==> src/rtl/serial_paralelo.sv <==
// serial_paralelo: serial-to-parallel receiver.
// Finds the COM symbol at any bit offset, confirms byte alignment over a run
// of consecutive COMs, then emits one byte per 8 serial clocks with a strobe.
module serial_paralelo #(
  parameter logic [7:0]  COM        = 8'hBC,
  parameter int unsigned LOCK_COUNT = 4
) (
  input  logic       clk_32f,
  input  logic       reset,
  input  logic       data_in,
  output logic [7:0] data_out,
  output logic       valid_out,
  output logic       byte_strobe,
  output logic       active
);

  localparam int unsigned BYTE_W = 8;
  localparam int unsigned BIT_W  = 3;
  localparam int unsigned CNT_W  = 4;

  localparam logic [BIT_W-1:0] LAST_BIT = BIT_W'(BYTE_W - 1);
  localparam logic [CNT_W-1:0] LOCK_TGT = CNT_W'(LOCK_COUNT);
  localparam logic [CNT_W-1:0] CNT_ONE  = CNT_W'(1);

  typedef enum logic [1:0] {
    SEARCH = 2'd0,
    COUNT  = 2'd1,
    ACTIVE = 2'd2
  } state_t;

  state_t            state;
  logic [BYTE_W-1:0] sr;
  logic [BIT_W-1:0]  bit_cnt;
  logic [CNT_W-1:0]  com_cnt;

  logic [BYTE_W-1:0] nxt;
  logic              nxt_is_com;
  logic              at_boundary;

  // Byte completed by the bit arriving this cycle, and its classification
  assign nxt         = {sr[BYTE_W-2:0], data_in};
  assign nxt_is_com  = (nxt == COM);
  assign at_boundary = (bit_cnt == LAST_BIT);

  // Alignment FSM, shift register, counters and registered byte outputs
  always_ff @(posedge clk_32f or negedge reset) begin
    if (!reset) begin
      state       <= SEARCH;
      sr          <= '0;
      bit_cnt     <= '0;
      com_cnt     <= '0;
      data_out    <= '0;
      valid_out   <= 1'b0;
      byte_strobe <= 1'b0;
      active      <= 1'b0;
    end else begin
      sr          <= nxt;
      byte_strobe <= 1'b0;
      case (state)
        SEARCH: begin
          // Bit-exact match at any offset; the next boundary confirms alignment
          if (nxt_is_com) begin
            bit_cnt <= '0;
            com_cnt <= CNT_ONE;
            if (LOCK_TGT == CNT_ONE) begin
              state  <= ACTIVE;
              active <= 1'b1;
            end else begin
              state <= COUNT;
            end
          end
        end
        COUNT: begin
          bit_cnt <= bit_cnt + BIT_W'(1);
          if (at_boundary) begin
            if (nxt_is_com) begin
              com_cnt <= com_cnt + CNT_ONE;
              if ((com_cnt + CNT_ONE) == LOCK_TGT) begin
                state  <= ACTIVE;
                active <= 1'b1;
              end
            end else begin
              // Misaligned or broken run: restart the search from the next bit
              state   <= SEARCH;
              com_cnt <= '0;
            end
          end
        end
        ACTIVE: begin
          bit_cnt <= bit_cnt + BIT_W'(1);
          if (at_boundary) begin
            data_out    <= nxt;
            valid_out   <= !nxt_is_com;
            byte_strobe <= 1'b1;
          end
        end
        default: begin
          state <= SEARCH;
        end
      endcase
    end
  end

endmodule

==> config.mk <==
export PLATFORM = sky130hd
export DESIGN_NAME = serial_paralelo
export DESIGN_NICKNAME = d
export VERILOG_FILES = /design/src/rtl/serial_paralelo.sv
export SDC_FILE = /design/constraint.sdc
export NUM_CORES = 1
export LEC_CHECK = 0
export CORE_AREA = 2 2 53 55
export DETAILED_ROUTE_END_ITERATION = 8
export DIE_AREA = 0 0 55 57
export PLACE_DENSITY = 0.71
export SYNTH_ARGS = -nofsm -noshare
export SYNTH_HDL_FRONTEND = slang
export SYNTH_SLANG_ARGS = --single-unit
==> constraint.sdc <==
create_clock -name clk_32f -period 5.2 [get_ports clk_32f]
set_input_delay 1.04 -clock clk_32f [delete_from_list [all_inputs] [get_ports clk_32f]]
set_output_delay 1.04 -clock clk_32f [all_outputs]
set_load 0.02 [all_outputs]
# Word-level counts from Yosys, hierarchy flattened
# Cells that the tools add are included.
# W data, S select, Z words.
# classes
addsub	2
n_eq_ne	8
n_mux	13
n_bitwise	1
reduce_logical	10
# op_table
cell	count
$mux W4	3
$eq A8 B8 Y1 const B	1
$mux W2	4
$pmux W4 S2	1
$reduce_and A4 Y1	2
$pmux W2 S3	1
$pmux W3 S2	1
$add A4 B1 Y4 const B	1
$eq A4 B3 Y1 const B	1
$ne A2 B2 Y1 const B	2
$reduce_and A2 Y1	2
$reduce_bool A2 Y1	2
$add A3 B1 Y3 const B	1
$eq A3 B3 Y1 const B	1
$mux W3	1
$ne A3 B3 Y1 const B	1
$reduce_and A3 Y1	1
$eq A2 B1 Y1 const B	1
$eq A2 B2 Y1 const B	1
$logic_not A2 Y1	1
$mux W1	2
$reduce_or A2 Y1	1
$logic_not A1 Y1	1
$not A1 Y1	1
# totals
ff_bits	27
input_bits	3
out_inout_bits	11
word_cells	42

# Longest topological paths before layout
# Gate-level depths: netlist (run 1).
# depth
ltp_word	6
depth_mapped	6
ltp_nobuf	6

# Least setup slack after synthesis (run 1)
# Ideal clock, no wire load.
# synth_timing
kind	input to register
start	in data_in
end	reg bit_cnt[0]
setup_time_ns	0.127
arrival_time_ns	2.266
setup_slack_ns	2.807
path_stages	4
n_path_buf	0
cell_sequence	or4b_4 o21ai_2 and2b_2 mux2_1
# synth_between
elab_chain_cells	3
# synth_lines
item	line	text
start, declared	10	input logic data_in,
$eq A8 B8 Y1	42	assign nxt_is_com = (nxt == COM);
$ne A2 B2 Y1 (no line)	-	
$reduce_and A2 Y1 (no line)	-	
end signal, assigned	74	bit_cnt <= bit_cnt + BIT_W'(1);
end signal, assigned	90	bit_cnt <= bit_cnt + BIT_W'(1);
end, declared	33	logic [BIT_W-1:0] bit_cnt;
# No other way between the ends.
# A chain may end at the register's enable or synchronous reset.

# Worst setup path in the final report (run 1)
# Same ends and word-level chain as after synthesis.

==> impl_metrics.ini, run 1 <==
[run_status]
outcome = complete, no violations

[sta]
rsz0062_at_grt = false
slew_headroom = 0.595
skew_ps = 3.20
fmax_mhz = 388
setup_viol = 0
finalSetupTns_ps = 0
fin_crit_ps = 2580
slew_viol_final = 0
period_share = 0.496
timing.hold.ws_ps = 420
tightest_slew_ps = 602
hold_viol = 0

[power_and_ir_drop]
vdd_drop_max_mv = 0.199
power_density_mw_per_mm2 = 254
p_leak_nw = 0.666
p_total_uw = 365

[yosys]
synth.avg_cell_area_um2 = 12.6
ys_ff_latch = 27
netlist_instances = 98
synth_area_leader_cell = dfrtp_1
synthesis.area_mm2 = 0.00124
netlist.area_leader.share = 0.545
synthTopCellsByArea = dfrtp_1 (55%), ha_1 (8.1%), mux2_2 (7.3%)
seq_area_frac_synth = 0.545
yosysWarnings = 0
syn-num-nets = 109
synth.distinct_cells = 32

[clock_network]
cts_max_level = 1
cts_root_buf = clkbuf_4
post_cts_buffers = 0
cts-hold-fix-buffers = 0
clk_pin_slew_ps = 140
cts_buffers = 3
cts_tree = built
clk_path_buf_depth = 2
clk_latency_ps = 330
cts.sinks = 27
ctsResizeCount = 0

[placement]
place_area_mm2 = 0.00141
dpl.hpwl_um = 1540
post-place-cells = 141
port_buffers = 13
gp_congestion = 0.800

[detailed_routing]
finalWirelength_um = 2090
initialDrtViolationCount = 6
vias = 807
avgRoutedWirePerCell_um = 14.4
drc = 0
vias_per_cell = 5.57
dr.pass1.iters = 2
antenna_violating_nets_post_route = 0

[setup_path]
rr_endpoint = bit_cnt[0]
cp_top_family = simple AND/OR/NAND/NOR gates
worstSetupStartpointType = input pin
cp_data_arrival_time_ps = 2800
worstSetupPathType = in2reg
critPathRequiredTime_ps = 5430
r2r_slack_ps = 3310
path_cells = clkdlybuf4s50_1, or4b_4, o21ai_2, and2b_2, mux2_1
slowest_stage = or4b_4
crit_path_max_fanout = 5
worstReg2RegStart = sr[0]
cpPeakStageDelay_ps = 560
critPathBufInv = 1
end_kind = flop
ff2ff_path_depth = 4

[worst_hold_path]
whs_endpoint = sr[6]
min_path_cells = 0
hp-class = reg2reg
hold_path_startpoint = sr[5]

[floorplanning]
die_y_um = 57
die_x_um = 55
fp.coreArea_mm2 = 0.00262
initial_core_util = 0.474
rows = 19
dieArea_mm2 = 0.00314
pin_count = 14

[global_route]
grt_pass1_wl_um = 3640
grt.total_usage = 0.162
antenna_found_initial = 0
grt_overflow = 0
grt_pass1_vias = 810
grt_max_degree = 28

[layout]
final_common_cell = dfrtp_1
syn_to_final_growth_pct = 16.1
layout_common_cells = dfrtp_1 (27), clkdlybuf4s50_1 (13), inv_1 (8), mux2_2 (8), ha_1 (8)
nets = 126
final_cells = 145
insertedDiodeCount = 0
drive_above_1_share = 0.158
fin_area_mm2 = 0.00144

[job]
drv_cap = 0
[worst max-delay path by stage]
stage / from / to / slack, ps / depth (start not counted)
2_1_floorplan: data_in / bit_cnt[0] / 2810 / 4
3_3_place_gp: data_in / bit_cnt[0] / 2310 / 5
3_5_place_dp: data_in / bit_cnt[0] / 2250 / 5
4_1_cts: data_in / bit_cnt[0] / 2630 / 5
5_1_grt: data_in / bit_cnt[0] / 2590 / 5
6_report: data_in / bit_cnt[0] / 2620 / 5
[routing by layer]
metal / vias up / part of all wire / GRT usage
met3: 2 / 0.023 / 0.0314
met4: 0 / 0.011 / 0.0627
met5: - / 0 / 0
met1: 409 / 0.48 / 0.235
li1: 385 / - / -
met2: 11 / 0.48 / 0.240
[Yosys cell counts]
cell,n
nand3b_1,1
a21boi_0,1
nor3_4,1
mux2i_1,2
a21o_1,2
or4bb_1,1
nand4_1,1
mux2_2,8
o31ai_1,3
ha_1,8
a31o_1,1
nor2b_1,3
and3b_1,1
o21ai_1,2
o21ai_2,1
a21oi_1,4
mux2_1,1
nor2_2,1
o2111ai_1,1
and3_1,1
o2bb2ai_1,3
and2b_2,1
nand2_1,5
nand3_1,1
o21bai_1,1
o311ai_1,1
inv_1,8
a22o_1,2
clkbuf_1,2
or4b_4,1
dfrtp_1,27
a22oi_1,2
[state kept, by name, indices dropped and copies added, names as in the netlist]
signal and cells:
valid_out 1, active 1, bit_cnt 3, com_cnt 4, byte_strobe 1, data_out 8, state 2, sr 7
[cell type report]
type	instances	area [um^2]
clock buffer	3	22.5
clock inverter	1	7.51
fill	231	1180
inverter	8	30.0
multi-input combinational	61	526
sequential	27	676
tap	31	38.8
timing repair buffer	14	138
[metrics by stage]
| stage | setup WS [ps] | util |
|---|---|---|
| after CTS | 2630 | 0.550 |
| final | 2620 | 0.550 |
| after floorplan | 2810 | - |
| after global placement | 2310 | 0.538 |
| after global routing | 2590 | 0.550 |
| after detailed placement | 2250 | 0.538 |
[report_power, final]
group          switching, mW  total (mW)  internal (mW)
clock                 0.0625      0.0919         0.0295
combinational         0.0253      0.0424         0.0171
sequential           0.00815       0.230          0.222
total                 0.0959       0.365          0.269
[cell families (layout without fill, tap and decap cells)]
family,after synthesis,count (layout),synth area share
DFF,27,27,0.545
adders and majority gates,8,8,0.0808
muxes,11,11,0.0980
AOI/OAI and AO/OA,24,24,0.142
and+or+nand+nor,18,18,0.103
buffers and inverters,10,26,0.0303
[worst reg2reg max path, cell delays in order (launching register included)]
cell	delay [ps]
dfrtp_1	440
or4b_4	580
o21ai_2	210
and2b_2	220
mux2_1	330
(Power assumes the default switching activity.)
==> inputs of run 2 (changes only) <==
Clock period 5.2 ns to 2.4 ns, I/O delays scaled along.
==> impl_metrics.ini, run 2 (same netlist as run 1, synthesis figures left out) <==
[placement]
place_ws_ps = 86.1
port_buffers = 13
gp_congestion = 0.712
dpl.hpwl_um = 1640
place_area_mm2 = 0.00142

[setup_path]
cp_data_arrival_time_ps = 2160
end_kind = flop
cp_top_family = simple AND/OR/NAND/NOR gates
critPathRequiredTime_ps = 2630
slowest_stage = or4b_4
worstSetupPathType = in2reg
r2r_slack_ps = 590
startpoint = data_in
worstSetupStartpointType = input pin
cpPeakStageDelay_ps = 550
worstReg2RegStart = sr[0]
path_cells = clkdlybuf4s50_1, or4b_4, o21ai_2, and2b_2, mux2_1
ff2ff_path_depth = 4
critPathBufInv = 1
crit_path_max_fanout = 5
rr_endpoint = bit_cnt[0]

[clock_network]
clk_pin_slew_ps = 150
cts_buffers = 3
ctsResizeCount = 0
clk_path_buf_depth = 2
post_cts_buffers = 0
cts.sinks = 27
cts_tree = built
clk_latency_ps = 330
cts_max_level = 1
cts-hold-fix-buffers = 0
cts_root_buf = clkbuf_4

[layout]
final_common_cell = dfrtp_1
reg_top3 = data_out x8, sr x7, com_cnt x4
regMostFlops = data_out
nFillCells = 244
layout_common_cells = dfrtp_1 (27), clkdlybuf4s50_1 (13), inv_1 (8), mux2_2 (8), ha_1 (8)
fin_area_mm2 = 0.00145
insertedDiodeCount = 0
largest_reg_flops = 8
drive_above_1_share = 0.165
syn_to_final_growth_pct = 16.7
nets = 127
finalCoreUtilization = 0.553

[sta]
skew_ps = 1.50
slew_headroom = 0.599
fin_crit_ps = 1920
hold_viol = 0
timing.hold.ws_ps = 424
period_share = 0.801
fmax_mhz = 520
rsz0062_at_grt = false
finalSetupTns_ps = 0
slew_viol_final = 0
setup_viol = 0
fin_ws_ps = 478
tightest_slew_ps = 597

[global_route]
antenna_found_initial = 0
grt_pass1_vias = 822
grt_pass1_wl_um = 3750
grt_max_degree = 28
grt_overflow = 0
grt.total_usage = 0.166

[power_and_ir_drop]
power_frac_comb = 0.117
intPower_uw = 585
power.switching_uw = 212
vdd_drop_max_mv = 0.491
seq_power_share = 0.626
p_leak_nw = 0.671
power_density_mw_per_mm2 = 552
clkPwrFrac = 0.256
switching_share = 0.266

[detailed_routing]
initialDrtViolationCount = 9
finalWirelength_um = 2210
dr.pass1.iters = 4
avgRoutedWirePerCell_um = 15.1
vias_per_cell = 5.49
drc = 0
vias = 801
antenna_violating_nets_post_route = 0

[worst_hold_path]
hp-class = reg2reg
min_path_cells = 0
whs_endpoint = sr[5]
hold_path_startpoint = sr[4]

[floorplanning]
fp.coreArea_mm2 = 0.00262
pin_count = 14
die_y_um = 57
initial_core_util = 0.474
rows = 19
dieArea_mm2 = 0.00314
die_x_um = 55

[run_status]
outcome = complete, no violations

[job]
drv_cap = 0
[run 2: stage by stage]
stage	instances	total power, mW
4_1_cts	146	0.804
3_3_place_gp	142	0.595
6_report	146	0.797
3_5_place_dp	142	0.604
2_1_floorplan	98	0.564
5_1_grt	146	0.844
[run 2: power by group through the flow]
stage	combinational [mW]	sequential, mW	clock (mW)
after detailed placement	0.0959	0.509	0
final	0.0936	0.499	0.204
after floorplan	0.0597	0.505	0
after global placement	0.0884	0.507	0
after global routing	0.112	0.505	0.227
after CTS	0.0962	0.500	0.208
[run 2: area by class of cell]
type / instances / area (um^2) / share of cell area
inverter: 8 / 30.0 / 0.0208
clock inverter: 1 / 7.51 / 0.00519
clock buffer: 3 / 22.5 / 0.0156
timing repair buffer: 15 / 145 / 0.100
sequential: 27 / 676 / 0.468
tap: 31 / 38.8 / 0.0268
multi-input combinational: 61 / 526 / 0.364
[run 2: worst max path at each step]
stage,endpoint,cells after the start
after floorplan,bit_cnt[0],4
after global placement,bit_cnt[0],5
after detailed placement,bit_cnt[0],5
after CTS,bit_cnt[0],5
after global routing,bit_cnt[0],5
final,bit_cnt[0],5
[run 2: worst register-to-register path, delay by kind of cell (launching register included)]
kind               cells  cell delay (ps)
DFF                    1              440
AOI/OAI and AO/OA      1              170
and+or+nand+nor        2              780
muxes                  1              320
[run 2: routing by layer]
layer	routed length, um	global-route usage
met2	1080	0.276
met3	51	0.0314
met4	47	0.0627
met1	1030	0.211
met5	0	0
